<file path="src/rtl/fabric_xact_initiator.sv">
// Single-outstanding fabric master.
// A command stream (op/addr/wdata/wstrb) becomes one fabric request at a time.
// Each response, or a timeout, comes back as one entry on the result stream.
// Each request carries a rolling ID. A response whose ID does not match is flagged.
// A response that arrives while no request is outstanding is dropped and counted as stale.

package carbon_arch_pkg;
    localparam int         CARBON_FABRIC_ATTR_WIDTH_BITS = 8;
    localparam logic [7:0] CARBON_FABRIC_XACT_READ       = 8'h00;
    localparam logic [7:0] CARBON_FABRIC_XACT_WRITE      = 8'h01;
    localparam logic [7:0] CARBON_FABRIC_RESP_OK         = 8'h00;
    localparam logic [7:0] CARBON_FABRIC_RESP_DECODE_ERR = 8'h02;
endpackage

// Request/response fabric port: one valid/ready request channel and one response channel.
interface fabric_if #(
    parameter int ADDR_W = 32,
    parameter int DATA_W = 32,
    parameter int ID_W   = 4,
    parameter int OP_W   = 8,
    parameter int SIZE_W = 3,
    parameter int ATTR_W = carbon_arch_pkg::CARBON_FABRIC_ATTR_WIDTH_BITS,
    parameter int CODE_W = 8
);
    logic                  req_valid;
    logic                  req_ready;
    logic [OP_W-1:0]       req_op;
    logic [ADDR_W-1:0]     req_addr;
    logic [DATA_W-1:0]     req_wdata;
    logic [DATA_W/8-1:0]   req_wstrb;
    logic [SIZE_W-1:0]     req_size;
    logic [ATTR_W-1:0]     req_attr;
    logic [ID_W-1:0]       req_id;
    logic                  rsp_valid;
    logic                  rsp_ready;
    logic [DATA_W-1:0]     rsp_rdata;
    logic [CODE_W-1:0]     rsp_code;
    logic [ID_W-1:0]       rsp_id;

    modport master (
        output req_valid, req_op, req_addr, req_wdata, req_wstrb, req_size, req_attr, req_id,
        output rsp_ready,
        input  req_ready, rsp_valid, rsp_rdata, rsp_code, rsp_id
    );
    modport slave (
        input  req_valid, req_op, req_addr, req_wdata, req_wstrb, req_size, req_attr, req_id,
        input  rsp_ready,
        output req_ready, rsp_valid, rsp_rdata, rsp_code, rsp_id
    );
endinterface

module fabric_xact_initiator #(
    parameter int ADDR_W         = 32,
    parameter int DATA_W         = 32,
    parameter int ID_W           = 4,
    parameter int OP_W           = 8,
    parameter int SIZE_W         = 3,
    parameter int ATTR_W         = carbon_arch_pkg::CARBON_FABRIC_ATTR_WIDTH_BITS,
    parameter int CODE_W         = 8,
    parameter int TIMEOUT_CYCLES = 256
) (
    input  logic                clk,
    input  logic                rst,
    input  logic                cmd_valid,
    output logic                cmd_ready,
    input  logic [OP_W-1:0]     cmd_op,
    input  logic [ADDR_W-1:0]   cmd_addr,
    input  logic [DATA_W-1:0]   cmd_wdata,
    input  logic [DATA_W/8-1:0] cmd_wstrb,
    output logic                res_valid,
    input  logic                res_ready,
    output logic [DATA_W-1:0]   res_rdata,
    output logic [CODE_W-1:0]   res_code,
    output logic                res_id_err,
    output logic                res_timeout,
    output logic [7:0]          stale_cnt,
    fabric_if.master            bus
);
    localparam int STRB_W = DATA_W / 8;
    // The counter only has to reach TIMEOUT_CYCLES-1.
    localparam int TMO_W  = (TIMEOUT_CYCLES > 1) ? $clog2(TIMEOUT_CYCLES) : 1;
    localparam logic [TMO_W-1:0] TMO_LAST = TMO_W'((TIMEOUT_CYCLES == 0) ? 0 : TIMEOUT_CYCLES - 1);

    typedef enum logic [1:0] {S_IDLE, S_REQ, S_WAIT_RSP, S_RESULT} state_t;

    state_t              r_state;
    state_t              w_state_next;
    logic [OP_W-1:0]     r_op;
    logic [ADDR_W-1:0]   r_addr;
    logic [DATA_W-1:0]   r_wdata;
    logic [STRB_W-1:0]   r_wstrb;
    logic [ID_W-1:0]     r_id;
    logic [ID_W-1:0]     r_next_id;
    logic [TMO_W-1:0]    r_tmo_cnt;
    logic [DATA_W-1:0]   r_res_rdata;
    logic [CODE_W-1:0]   r_res_code;
    logic                r_res_id_err;
    logic                r_res_timeout;
    logic [7:0]          r_stale_cnt;

    logic w_req_valid;
    logic w_rsp_ready;
    logic w_cmd_fire;
    logic w_req_fire;
    logic w_rsp_take;
    logic w_tmo_hit;
    logic w_tmo_fire;
    logic w_stale;

    // The handshakes are decoded from the state alone, so the ready and valid outputs never feed back into them.
    assign w_cmd_fire = (r_state == S_IDLE) && cmd_valid;
    assign w_req_fire = (r_state == S_REQ) && bus.req_ready;
    assign w_rsp_take = (r_state == S_WAIT_RSP) && bus.rsp_valid;
    assign w_tmo_hit  = (TIMEOUT_CYCLES != 0) && (r_tmo_cnt == TMO_LAST);
    // If a response arrives in the same cycle as the timeout, the response wins.
    assign w_tmo_fire = (r_state == S_WAIT_RSP) && !bus.rsp_valid && w_tmo_hit;
    assign w_stale    = ((r_state == S_IDLE) || (r_state == S_REQ)) && bus.rsp_valid;

    // State register.
    always_ff @(posedge clk) begin
        if (rst) begin
            r_state <= S_IDLE;
        end else begin
            r_state <= w_state_next;
        end
    end

    // Next-state logic and the handshake outputs.
    always_comb begin
        w_state_next = r_state;
        cmd_ready    = 1'b0;
        res_valid    = 1'b0;
        w_req_valid  = 1'b0;
        w_rsp_ready  = 1'b1;
        case (r_state)
            S_IDLE: begin
                cmd_ready = 1'b1;
                if (cmd_valid) w_state_next = S_REQ;
            end
            S_REQ: begin
                w_req_valid = 1'b1;
                if (bus.req_ready) w_state_next = S_WAIT_RSP;
            end
            S_WAIT_RSP: begin
                if (bus.rsp_valid || w_tmo_hit) w_state_next = S_RESULT;
            end
            S_RESULT: begin
                res_valid   = 1'b1;
                w_rsp_ready = 1'b0;
                if (res_ready) w_state_next = S_IDLE;
            end
            default: w_state_next = S_IDLE;
        endcase
    end

    // Latch the command and allocate the next rolling ID.
    always_ff @(posedge clk) begin
        if (rst) begin
            r_op      <= '0;
            r_addr    <= '0;
            r_wdata   <= '0;
            r_wstrb   <= '0;
            r_id      <= '0;
            r_next_id <= '0;
        end else if (w_cmd_fire) begin
            r_op      <= cmd_op;
            r_addr    <= cmd_addr;
            r_wdata   <= cmd_wdata;
            r_wstrb   <= cmd_wstrb;
            r_id      <= r_next_id;
            r_next_id <= r_next_id + ID_W'(1);
        end
    end

    // The response timer starts at the request handshake and runs only while waiting for the response.
    always_ff @(posedge clk) begin
        if (rst || w_req_fire) begin
            r_tmo_cnt <= '0;
        end else if (r_state == S_WAIT_RSP) begin
            r_tmo_cnt <= r_tmo_cnt + TMO_W'(1);
        end
    end

    // Capture the result: the fabric response, or zeros with the timeout flag set.
    always_ff @(posedge clk) begin
        if (rst) begin
            r_res_rdata   <= '0;
            r_res_code    <= '0;
            r_res_id_err  <= 1'b0;
            r_res_timeout <= 1'b0;
        end else if (w_rsp_take) begin
            r_res_rdata   <= bus.rsp_rdata;
            r_res_code    <= bus.rsp_code;
            r_res_id_err  <= (bus.rsp_id != r_id);
            r_res_timeout <= 1'b0;
        end else if (w_tmo_fire) begin
            r_res_rdata   <= '0;
            r_res_code    <= '0;
            r_res_id_err  <= 1'b0;
            r_res_timeout <= 1'b1;
        end
    end

    // Count responses that arrive with nothing outstanding; the count saturates at 255.
    always_ff @(posedge clk) begin
        if (rst) begin
            r_stale_cnt <= '0;
        end else if (w_stale && (r_stale_cnt != 8'hFF)) begin
            r_stale_cnt <= r_stale_cnt + 8'd1;
        end
    end

    assign bus.req_valid = w_req_valid;
    assign bus.req_op    = r_op;
    assign bus.req_addr  = r_addr;
    assign bus.req_wdata = r_wdata;
    assign bus.req_wstrb = r_wstrb;
    assign bus.req_size  = SIZE_W'($clog2(STRB_W));
    assign bus.req_attr  = '0;
    assign bus.req_id    = r_id;
    assign bus.rsp_ready = w_rsp_ready;

    assign res_rdata   = r_res_rdata;
    assign res_code    = r_res_code;
    assign res_id_err  = r_res_id_err;
    assign res_timeout = r_res_timeout;
    assign stale_cnt   = r_stale_cnt;
endmodule

</file>
<file path="src/flat_wrapper.sv">
// flat-port wrapper written by rule: the top's interface ports become plain ports
module fabric_xact_initiator_flat 
#(
    parameter int ADDR_W         = 32,
    parameter int DATA_W         = 32,
    parameter int ID_W           = 4,
    parameter int OP_W           = 8,
    parameter int SIZE_W         = 3,
    parameter int ATTR_W         = carbon_arch_pkg::CARBON_FABRIC_ATTR_WIDTH_BITS,
    parameter int CODE_W         = 8,
    parameter int TIMEOUT_CYCLES = 256
)
  (clk, rst, cmd_valid, cmd_ready, cmd_op, cmd_addr, cmd_wdata, cmd_wstrb, res_valid, res_ready, res_rdata, res_code, res_id_err, res_timeout, stale_cnt, bus_req_valid, bus_req_op, bus_req_addr, bus_req_wdata, bus_req_wstrb, bus_req_size, bus_req_attr, bus_req_id, bus_rsp_ready, bus_req_ready, bus_rsp_valid, bus_rsp_rdata, bus_rsp_code, bus_rsp_id);
  fabric_if #(.ADDR_W(ADDR_W), .DATA_W(DATA_W), .ID_W(ID_W), .OP_W(OP_W), .SIZE_W(SIZE_W), .ATTR_W(ATTR_W), .CODE_W(CODE_W)) bus_i ();
  input  logic clk;
  input  logic rst;
  input  logic cmd_valid;
  output logic cmd_ready;
  input  logic [OP_W-1:0] cmd_op;
  input  logic [ADDR_W-1:0] cmd_addr;
  input  logic [DATA_W-1:0] cmd_wdata;
  input  logic [DATA_W/8-1:0] cmd_wstrb;
  output logic res_valid;
  input  logic res_ready;
  output logic [DATA_W-1:0] res_rdata;
  output logic [CODE_W-1:0] res_code;
  output logic res_id_err;
  output logic res_timeout;
  output logic [7:0] stale_cnt;
  output wire logic [$bits(bus_i.req_valid)-1:0] bus_req_valid;
  output wire logic [$bits(bus_i.req_op)-1:0] bus_req_op;
  output wire logic [$bits(bus_i.req_addr)-1:0] bus_req_addr;
  output wire logic [$bits(bus_i.req_wdata)-1:0] bus_req_wdata;
  output wire logic [$bits(bus_i.req_wstrb)-1:0] bus_req_wstrb;
  output wire logic [$bits(bus_i.req_size)-1:0] bus_req_size;
  output wire logic [$bits(bus_i.req_attr)-1:0] bus_req_attr;
  output wire logic [$bits(bus_i.req_id)-1:0] bus_req_id;
  output wire logic [$bits(bus_i.rsp_ready)-1:0] bus_rsp_ready;
  input wire logic [$bits(bus_i.req_ready)-1:0] bus_req_ready;
  input wire logic [$bits(bus_i.rsp_valid)-1:0] bus_rsp_valid;
  input wire logic [$bits(bus_i.rsp_rdata)-1:0] bus_rsp_rdata;
  input wire logic [$bits(bus_i.rsp_code)-1:0] bus_rsp_code;
  input wire logic [$bits(bus_i.rsp_id)-1:0] bus_rsp_id;
  assign bus_req_valid = bus_i.req_valid;
  assign bus_req_op = bus_i.req_op;
  assign bus_req_addr = bus_i.req_addr;
  assign bus_req_wdata = bus_i.req_wdata;
  assign bus_req_wstrb = bus_i.req_wstrb;
  assign bus_req_size = bus_i.req_size;
  assign bus_req_attr = bus_i.req_attr;
  assign bus_req_id = bus_i.req_id;
  assign bus_rsp_ready = bus_i.rsp_ready;
  assign bus_i.req_ready = bus_req_ready;
  assign bus_i.rsp_valid = bus_rsp_valid;
  assign bus_i.rsp_rdata = bus_rsp_rdata;
  assign bus_i.rsp_code = bus_rsp_code;
  assign bus_i.rsp_id = bus_rsp_id;
  fabric_xact_initiator #(.ADDR_W(ADDR_W), .DATA_W(DATA_W), .ID_W(ID_W), .OP_W(OP_W), .SIZE_W(SIZE_W), .ATTR_W(ATTR_W), .CODE_W(CODE_W), .TIMEOUT_CYCLES(TIMEOUT_CYCLES)) u_core (.clk(clk), .rst(rst), .cmd_valid(cmd_valid), .cmd_ready(cmd_ready), .cmd_op(cmd_op), .cmd_addr(cmd_addr), .cmd_wdata(cmd_wdata), .cmd_wstrb(cmd_wstrb), .res_valid(res_valid), .res_ready(res_ready), .res_rdata(res_rdata), .res_code(res_code), .res_id_err(res_id_err), .res_timeout(res_timeout), .stale_cnt(stale_cnt), .bus(bus_i));
endmodule
</file>
<file path="config.mk">
export PLATFORM = sky130hd
export DESIGN_NAME = fabric_xact_initiator_flat
export DESIGN_NICKNAME = d
export VERILOG_FILES = /design/src/rtl/fabric_xact_initiator.sv /design/src/flat_wrapper.sv
export SDC_FILE = /design/constraint.sdc
export NUM_CORES = 1
export LEC_CHECK = 0
export CORE_MARGIN = 2
export CORE_UTILIZATION = 39
export DETAILED_ROUTE_END_ITERATION = 8
export PLACE_DENSITY = 0.76
export SETUP_SLACK_MARGIN = 0.2
export SLEW_MARGIN = 0
export SYNTH_ARGS = -nofsm -noshare
export SYNTH_HDL_FRONTEND = slang
export SYNTH_SLANG_ARGS = --single-unit
</file>
<file path="constraint.sdc">
create_clock -name clk -period 2.2 [get_ports clk]
set_input_delay 0.33 -clock clk [delete_from_list [all_inputs] [get_ports clk]]
set_output_delay 0.33 -clock clk [all_outputs]
set_load 0.01 [all_outputs]
</file>
==> results of run 1 <==
## synth_stat cells (4+ instances only)
| master | number |
|---|---|
| inv_1 | 9 |
| xor2_1 | 7 |
| ha_1 | 8 |
| nor2_1 | 17 |
| buf_2 | 12 |
| a21oi_1 | 89 |
| dfxtp_1 | 144 |
| o21ai_0 | 4 |
| buf_4 | 11 |
| nand4_1 | 6 |
| clkbuf_1 | 25 |
| xnor2_1 | 8 |
| nand2_1 | 169 |
| a22o_1 | 41 |
## worst max-delay path, cell delays in order (launching register included)
cell	delay [ns]
dfxtp_1	0.35
inv_2	0.11
ha_1	0.22
clkdlybuf4s50_1	0.56
## logic make-up (layout without fill, tap and decap cells)
family          after synthesis  in the layout  share of synthesized area
compound gates              146            147                      0.178
xor+xnor                     15             15                     0.0254
fa+ha+maj                     8              8                     0.0193
buf+inv                      57            308                     0.0522
flops                       144            144                      0.557
mux                           3              3                    0.00580
other cells                   2             11                    0.00145
simple gates                207            207                      0.162
## layer usage
layer | vias up | GRT usage | part of all wire
met2 | 231 | 0.380 | 0.49
li1 | 2431 | - | -
met1 | 2298 | 0.223 | 0.38
met5 | - | 0 | 0
met3 | 34 | 0.0948 | 0.10
met4 | 0 | 0.0952 | 0.027
## metrics by stage
step	area, um^2	setup WS, ns	utilization	total power, mW	TNS (ns)
2_1_floorplan	5210	0.504	-	4.22	0
3_3_place_gp	7890	0.0246	0.603	5.30	0
3_5_place_dp	7890	-0.0362	0.603	5.38	-0.762
4_1_cts	8500	0.187	0.649	8.28	0
5_1_grt	8530	0.138	0.652	8.63	0
6_report	8530	0.227	0.652	8.24	0
## power groups by stage
stage / Clock, mW / Combinational [mW] / Sequential, mW
after floorplan: 0 / 0.902 / 3.32
after global placement: 0 / 2.12 / 3.18
after detailed placement: 0 / 2.17 / 3.21
after CTS: 2.93 / 2.19 / 3.15
after global routing: 3.05 / 2.40 / 3.19
final: 2.88 / 2.20 / 3.15
## placed cells by master, fill, tap and decap left out, types with 3 or more instances in the layout
cell,n
a22o_1,41
ha_1,7
or3_1,3
clkdlybuf4s50_1,258
nor2_1,16
dfxtp_1,144
nand2b_1,3
nand2_1,168
clkbuf_16,17
nand4_1,6
nand3_1,3
clkbuf_8,5
clkinv_2,3
buf_4,7
o21ai_0,4
xnor2_1,8
xor2_1,7
conb_1,11
inv_1,7
a21oi_1,88
clkinvlp_4,4
mux2i_1,3
## flip-flops by register name, summed over array words and instances, names as in the netlist
signal,count
u_core.stale_cnt,8
u_core.bus.req_wdata,32
u_core.r_tmo_cnt,8
u_core.bus.req_addr,32
u_core.bus.req_id,4
u_core.bus.req_op,8
u_core.res_rdata,32
u_core.r_next_id,4
u_core.res_timeout,1
u_core.res_code,8
u_core.res_id_err,1
u_core.bus.req_wstrb,4
u_core.r_state,2
## worst paths after layout
check                                             start                 endpoint  slack, ns  cells after the start
worst min-delay path                                rst       u_core.res_timeout       0.22                      2
worst max register to register        u_core.r_state[0]      u_core.r_tmo_cnt[7]       0.29                      6
worst min register to register  u_core.bus.req_addr[13]  u_core.bus.req_addr[13]       0.45                      2
worst max-delay path                  u_core.r_state[1]            bus_req_valid       0.23                      3
## repair_timing
| item | 4_1_cts | 5_1_grt |
|---|---|---|
| gates cloned | 0 | 1 |
| gates resized for setup | 1 | 5 |
| pin swaps | 0 | 1 |
| hold endpoints to repair | 0 | 0 |
| endpoints found under the setup margin | 1 | 43 |
## cell type report
cell class,count,area share
clock buffers,23,0.0584
clock inverters,9,0.0123
flip-flops and latches,144,0.338
inverters,9,0.00396
repair buffers,267,0.314
well taps,176,0.0258
multi-input cells,391,0.248
==> metrics.csv, run 1 <==
stage,metric,value,unit
outcome,status,"complete, no violations",
routing,vias per inst,4.90,
die,initial core utilization,0.396,
placement,# port buffers,259,
routing,TritonRoute pass-1 iters,4,
layout,fin nets,964,
cts,setup bufs post-CTS,0,
placement,DP HPWL,11.3,mm
synthesis,Post-synth EDFFs,0,
setup_path,CP startpoint kind,register,
layout,layout cells sized above 1,0.0617,
cts,root buffer cell,clkbuf_16,
synthesis,top cell type by total area after synthesis,dfxtp_1,
setup_path,crit-path max FO,4,
grt,largest net degree at the start of global routing,82,
sta,worst slew pin tran,0.610,ns
sta,RSZ-0062 raised after global routing,true,
pwr,leak pwr,3.18,nW
pwr,switching power,2.37,mW
synthesis,Syn Inst Count,582,
sta,Worst Clk Skew,0.00676,ns
synthesis,synth top area cells,"dfxtp_1, nand2_1, a21oi_1",
cts,CTS H-tree lvls,4,
placement,placed insts,986,
cts,hold buffers post-CTS,0,
layout,final std cells w/o fill,1019,
worst_hold_path,min-delay worst type,primary input to register,
synthesis,sequential area share after synthesis,0.557,
setup_path,critical path type,register to output pin,
die,Die ar.,14200,um^2
grt,gr usage total,0.217,
sta,Final Cycle Share,0.897,
cts,CTS tree,yes,
synthesis,fraction of registers with async set/reset,0,
pwr,combinational power share,0.267,
cts,clk sinks,144,
routing,initial drt markers,231,
die,Die Wd,119,um
layout,Filler cells,1054,
sta,final hold violations,0,
setup_path,critical path arrival,1.64,ns
synthesis,post-synthesis register bit count,144,
pwr,internal power,5.87,mW
grt,global-route wire length before repair,24.3,mm
cts,Clock transition at path regs,0.06,ns
routing,DRT antenna net count,0,
sta,relative slew slack,0.592,
cts,total CTS buffers,17,
grt,initial antenna violation count,0,
layout,register area,2880,um^2
routing,Vias,4994,
pwr,PwrDens,966,nW/um^2
sta,smallest hold slack,0.220,ns
synthesis,Mean Syn Cell Area,8.90,um^2
setup_path,crit path capture type,output pin,
synthesis,Yosys cell types,33,
pwr,switching share of total power,0.288,
routing,WL final,15.9,mm
cts,worst-skew pair later-pin latency,0.41,ns
die,IO Count,271,
setup_path,Critical Path RT,1.87,ns
synthesis,mapped cell area,5180,um^2
sta,FMAX,0.507,GHz
layout,area of the multi-input gates,2110,um^2
routing,per-cell routed wire length,15.6,um
sta,Final Max Tran Viols,0,
placement,gp weighted congestion,0.826,
sta,Tmin final,1.97,ns
job,number of max-cap violations,0,
routing,DRC violations left,0,
synthesis,yosys warns,0,
synthesis,post-synth top area share,0.557,
die,Core Region,13100,um^2
pwr,clock share of power,0.350,
die,Rows,42,
pwr,sequential power share,0.383,
cts,CTS Buffer Depth,2,
grt,grt total ovfl,0,
pwr,Peak supply drop,0.000549,V
layout,ant diodes,0,
die,chip height,119,um
layout,synthesis-to-finish area growth,64.6,%
synthesis,dominant synthesized flop cell,dfxtp_1,
sta,Final Setup Violations,0,
grt,vias in the first global route,4894,
(Power assumes the default switching activity.)
==> run 2, diff against run 1 <==
==> constraint.sdc (replaced) <==
create_clock -name clk -period 2.2 [get_ports clk]
set_input_delay 0.33 -clock clk [delete_from_list [all_inputs] [get_ports clk]]
set_output_delay 0.33 -clock clk [all_outputs]
set_load 0.02 [all_outputs]
==> metrics.csv, run 2 (same netlist as run 1, synthesis figures left out) <==
stage,metric,value,unit
layout,Final Core Density,0.650,
routing,vias per inst,4.93,
layout,"leading cell types in the layout, fill and taps excluded","clkdlybuf4s50_1, nand2_1, dfxtp_1, a21oi_1, a22o_1",
cts,CTS tree,yes,
sta,final hold violations,0,
layout,ant diodes,0,
placement,# port buffers,259,
cts,Clock transition at path regs,0.06,ns
pwr,PwrDens,992,nW/um^2
die,Core Region,13100,um^2
pwr,sequential power share,0.373,
cts,CTS H-tree lvls,4,
setup_path,crit path capture type,register,
layout,"most common cell after layout, fill and taps aside",clkdlybuf4s50_1,
placement,gp weighted congestion,0.826,
die,initial core utilization,0.396,
outcome,status,"complete, no violations",
job,number of max-cap violations,0,
cts,setup bufs post-CTS,0,
sta,Worst Clk Skew,0.00559,ns
setup_path,crit-path max FO,8,
routing,per-cell routed wire length,15.6,um
sta,Final Cycle Share,0.874,
pwr,switching share of total power,0.309,
routing,DRC violations left,0,
setup_path,CP startpoint,u_core.r_state[0],
routing,Vias,5022,
setup_path,CP endpoint,u_core.r_tmo_cnt[7],
layout,layout cells sized above 1,0.0581,
sta,FMAX,0.520,GHz
sta,Tmin final,1.92,ns
grt,global-route wire length before repair,24.3,mm
sta,Final Max Tran Viols,0,
setup_path,critical path arrival,2.27,ns
die,IO Count,271,
die,Die Wd,119,um
cts,CTS Buffer Depth,2,
routing,initial drt markers,237,
setup_path,r2r endpoint,u_core.r_tmo_cnt[7],
sta,setup TNS,0,ns
pwr,internal power,5.84,mW
setup_path,RR Startpoint,u_core.r_state[0],
grt,vias in the first global route,4902,
routing,TritonRoute pass-1 iters,5,
grt,initial antenna violation count,0,
pwr,switching power,2.61,mW
cts,total CTS buffers,17,
routing,DRT antenna net count,0,
layout,fin nets,964,
pwr,"Power, Total",8.44,mW
setup_path,CP startpoint kind,register,
sta,worst slew pin tran,0.611,ns
setup_path,critical path type,register to register,
pwr,Peak supply drop,0.000557,V
pwr,leak pwr,3.19,nW
grt,gr usage total,0.217,
sta,relative slew slack,0.592,
layout,synthesis-to-finish area growth,64.3,%
cts,root buffer cell,clkbuf_16,
die,chip height,119,um
setup_path,Critical Path RT,2.54,ns
sta,Final Setup Violations,0,
setup_path,Reg2Reg Setup Slack,0.28,ns
placement,DP HPWL,11.3,mm
grt,grt total ovfl,0,
setup_path,R2R cell count,6,
die,Die ar.,14200,um^2
routing,WL final,15.9,mm
worst_hold_path,WHS Path Cells,2,
cts,clk sinks,144,
grt,largest net degree at the start of global routing,82,
worst_hold_path,min-delay worst type,primary input to register,
layout,Filler cells,1057,
sta,RSZ-0062 raised after global routing,true,
pwr,clock share of power,0.341,
cts,worst-skew pair later-pin latency,0.41,ns
pwr,combinational power share,0.286,
die,Rows,42,
## run 2: cell count changes in the layout (fill, tap and decap cells not counted), sizes merged
cell	change
clkdlybuf4s50	-4
dlygate4sd2	+4
## run 2: final cells by class
| type | instances | area (um^2) | area share |
|---|---|---|---|
| Timing Repair Buffer | 267 | 2670 | 0.314 |
| Sequential cell | 144 | 2880 | 0.339 |
| Inverter | 9 | 33.8 | 0.00397 |
| Clock inverter | 9 | 105 | 0.0124 |
| Multi-Input combinational cell | 391 | 2100 | 0.247 |
| Clock buffer | 23 | 498 | 0.0585 |
| Tap cell | 176 | 220 | 0.0259 |
## run 2: worst min path at each step
stage | start | to | slack (ns)
global placement | u_core.bus.req_addr[17] | u_core.bus.req_addr[17] | 0.44
global route | rst | u_core.res_timeout | 0.21
floorplan | bus_rsp_valid | u_core.res_timeout | 0.43
CTS | rst | u_core.res_timeout | 0.15
detailed placement | u_core.bus.req_wdata[21] | u_core.bus.req_wdata[21] | 0.45
finish | rst | u_core.res_timeout | 0.21
## run 2: power by group through the flow
stage	clock [mW]	combinational, mW	sequential [mW]
3_3_place_gp	0	2.37	3.18
5_1_grt	3.05	2.61	3.19
3_5_place_dp	0	2.42	3.21
2_1_floorplan	0	0.932	3.54
6_report	2.88	2.42	3.15
4_1_cts	2.93	2.42	3.15
## run 2: through the flow
stage          cell area [um^2]  worst slack [ns]  instances  hold WS [ns]
2_1_floorplan              5210             0.410        591         0.430
3_3_place_gp               7890            0.0246        986         0.441
3_5_place_dp               7890           -0.0362        986         0.447
4_1_cts                    8490             0.201       1018         0.146
5_1_grt                    8510             0.126       1019         0.210
6_report                   8510             0.276       1019         0.214
## run 2: what timing repair did
action                     CTS  global route
setup endpoints to repair    4            41
pin swaps                    0             1
gates resized for setup      4             2
hold buffers                 0             0
cloned                       0             1
## run 2: worst max-delay path, stage by stage, from the launching register on
cell and delay, ns:
dfxtp_1 0.33, inv_1 0.13, ha_1 0.47, buf_4 0.24, nand4_1 0.19, or3_1 0.36
a21oi_1 0.13
## run 2: routing by layer
metal / part of all wire / GRT usage / up-vias
li1: - / - / 2432
met1: 0.38 / 0.223 / 2313
met2: 0.49 / 0.381 / 241
met3: 0.10 / 0.0948 / 36
met4: 0.027 / 0.0952 / 0
met5: 0 / 0 / -
==> run 3, diff against run 2 <==
--- a/config.mk
+++ b/config.mk
@@ -6,9 +6,10 @@
 export NUM_CORES = 1
 export LEC_CHECK = 0
 export CORE_MARGIN = 2
-export CORE_UTILIZATION = 39
+export CORE_UTILIZATION = 36
 export DETAILED_ROUTE_END_ITERATION = 8
-export PLACE_DENSITY = 0.76
+export HOLD_SLACK_MARGIN = 0.02
+export PLACE_DENSITY = 0.74
 export SETUP_SLACK_MARGIN = 0.2
 export SLEW_MARGIN = 0
 export SYNTH_ARGS = -nofsm -noshare
==> constraint.sdc (replaced) <==
create_clock -name clk -period 1.64 [get_ports clk]
set_input_delay 0.246 -clock clk [delete_from_list [all_inputs] [get_ports clk]]
set_output_delay 0.246 -clock clk [all_outputs]
set_load 0.02 [all_outputs]
==> metrics.csv, run 3 (same netlist as run 1, synthesis figures left out) <==
stage,metric,value,unit
routing,vias per inst,5.05,
pwr,Peak supply drop,0.00105,V
setup_path,sequence of cells on the critical path,inv_4 -> ha_4 -> buf_6 -> buf_6 -> nand2_8 -> buf_8 -> buf_6 -> clkbuf_16 -> nand2_1 -> a21oi_1,
grt,global-route wire length before repair,26.7,mm
setup_path,RR Startpoint,u_core.r_state[0],
die,Die ar.,15400,um^2
sta,FMAX,0.584,GHz
layout,ant diodes,0,
pwr,"Power, Total",13.3,mW
sta,Final Cycle Share,1.04,
sta,Final Max Tran Viols,0,
die,Core Region,14000,um^2
cts,Clock transition at path regs,0.06,ns
routing,DRT antenna net count,0,
cts,hold buffers post-CTS,0,
grt,largest net degree at the start of global routing,44,
setup_path,critical path arrival,2.04,ns
die,Rows,43,
die,IO Count,271,
setup_path,crit path capture type,register,
setup_path,critical path type,register to register,
setup_path,Critical Path RT,1.97,ns
routing,WL final,20.4,mm
grt,grt total ovfl,0,
pwr,PwrDens,1320,nW/um^2
cts,CTS tree,yes,
cts,CTS Buffer Depth,2,
sta,Final Setup Violations,4,
routing,initial drt markers,200,
sta,Worst Clk Skew,0.00574,ns
layout,layout cells sized above 1,0.306,
worst_hold_path,hold path start,rst,
cts,total CTS buffers,17,
layout,Final Core Density,0.723,
layout,"most common cell after layout, fill and taps aside",dfxtp_1,
sta,setup ws final,-0.0716,ns
outcome,failing checks,setup timing,
routing,DRC violations left,0,
routing,Vias,5503,
die,initial core utilization,0.370,
setup_path,crit-path max FO,6,
layout,"leading cell types in the layout, fill and taps excluded","dfxtp_1, clkdlybuf4s50_1, dlygate4sd2_1, nand2_1, a21oi_2",
setup_path,R2R cell count,10,
placement,# port buffers,259,
sta,worst slew pin tran,0.579,ns
setup_path,CP startpoint,u_core.r_state[0],
pwr,leak pwr,4.47,nW
grt,met2 Use GR,0.407,
grt,initial antenna violation count,0,
worst_hold_path,min-delay worst type,primary input to register,
job,number of max-cap violations,0,
grt,global route hottest layer,met2,
placement,gp weighted congestion,0.841,
cts,clk sinks,144,
setup_path,"most used cell, CP",buf_6,
routing,per-cell routed wire length,18.8,um
sta,final hold violations,0,
layout,synthesis-to-finish area growth,95.1,%
setup_path,Critical Path Slowest Stage Cell,dfxtp_4,
die,Die Wd,124,um
cts,worst-skew pair later-pin latency,0.41,ns
sta,relative slew slack,0.614,
cts,CTS H-tree lvls,4,
placement,DP HPWL,11.6,mm
sta,Tmin final,1.71,ns
sta,RSZ-0062 raised after global routing,true,
die,chip height,124,um
setup_path,CP startpoint kind,register,
grt,grt met3 use,0.0939,
routing,TritonRoute pass-1 iters,4,
worst_hold_path,WHS Path Cells,2,
layout,fin nets,1030,
grt,gr usage total,0.230,
outcome,status,finished with violations,
grt,vias in the first global route,5242,
cts,root buffer cell,clkbuf_16,
grt,global-route track usage on met1,0.236,
setup_path,"slowest stage delay, CP",0.37,ns
==> run 3: cell count changes in the layout (fill, tap and decap cells not counted), sizes merged <==
cell,previous run,this run
clkdlybuf4s50,254,124
dlygate4sd2,4,110
buf,9,73
clkbuf,23,39
clkdlybuf4s15,0,12
a21oi,90,89
bufinv,2,1
clkinv,3,2
inv,9,10
==> run 3: worst paths after layout <==
path / slack, ns / end
worst max-delay path: -0.07 / u_core.bus.req_addr[31]
worst min-delay path: 0.21 / u_core.stale_cnt[0]
worst max register to register: -0.07 / u_core.bus.req_addr[31]
worst min register to register: 0.45 / u_core.bus.req_wdata[24]
==> run 3: worst max-delay path: cells and delay by family, from the launching register on <==
kind	cells	cell delay, ns
buf+inv	6	0.72
flops	1	0.37
simple gates	2	0.19
fa+ha+maj	1	0.18
compound gates	1	0.17
==> run 3: power by group <==
group | switching (mW) | total (mW) | internal (mW)
combinational | 2.65 | 5.23 | 2.58
sequential | 0.374 | 4.35 | 3.97
clock | 1.49 | 3.74 | 2.25
total | 4.52 | 13.3 | 8.80
==> run 3: metal layers <==
metal	wire length, um	vias to the layer above	share of wire
met2	10600	246	0.52
met4	633	0	0.031
met5	0	-	0
li1	-	2572	-
met3	1890	47	0.093
met1	7370	2638	0.36
==> run 3: repair_timing <==
item                       4_1_cts  5_1_grt
setup buffers                   19       18
setup endpoints to repair      258      148
pin swaps                       33      132
gates resized for setup        195      217
gates cloned                    11        7
==> run 3: area by class of cell <==
cell class	instances	area [um^2]
fill	987	3880
clock inverter	8	78.8
timing repair buffer	334	3550
tap	180	225
sequential	144	2910
multi-input combinational	390	2820
clock buffer	24	492
inverter	9	38.8
==> run 3: stage by stage <==
step	worst slack [ns]	area, um^2	std cells	setup TNS [ns]	hold slack [ns]
2_1_floorplan	0.0965	5280	591	0	0.346
3_3_place_gp	-0.123	8100	1002	-1.03	0.440
3_5_place_dp	-0.203	8100	1002	-4.16	0.446
4_1_cts	0.00211	9130	1064	0	0.177
5_1_grt	-0.0989	10100	1089	-1.25	0.228
6_report	-0.0716	10100	1089	-0.0973	0.208
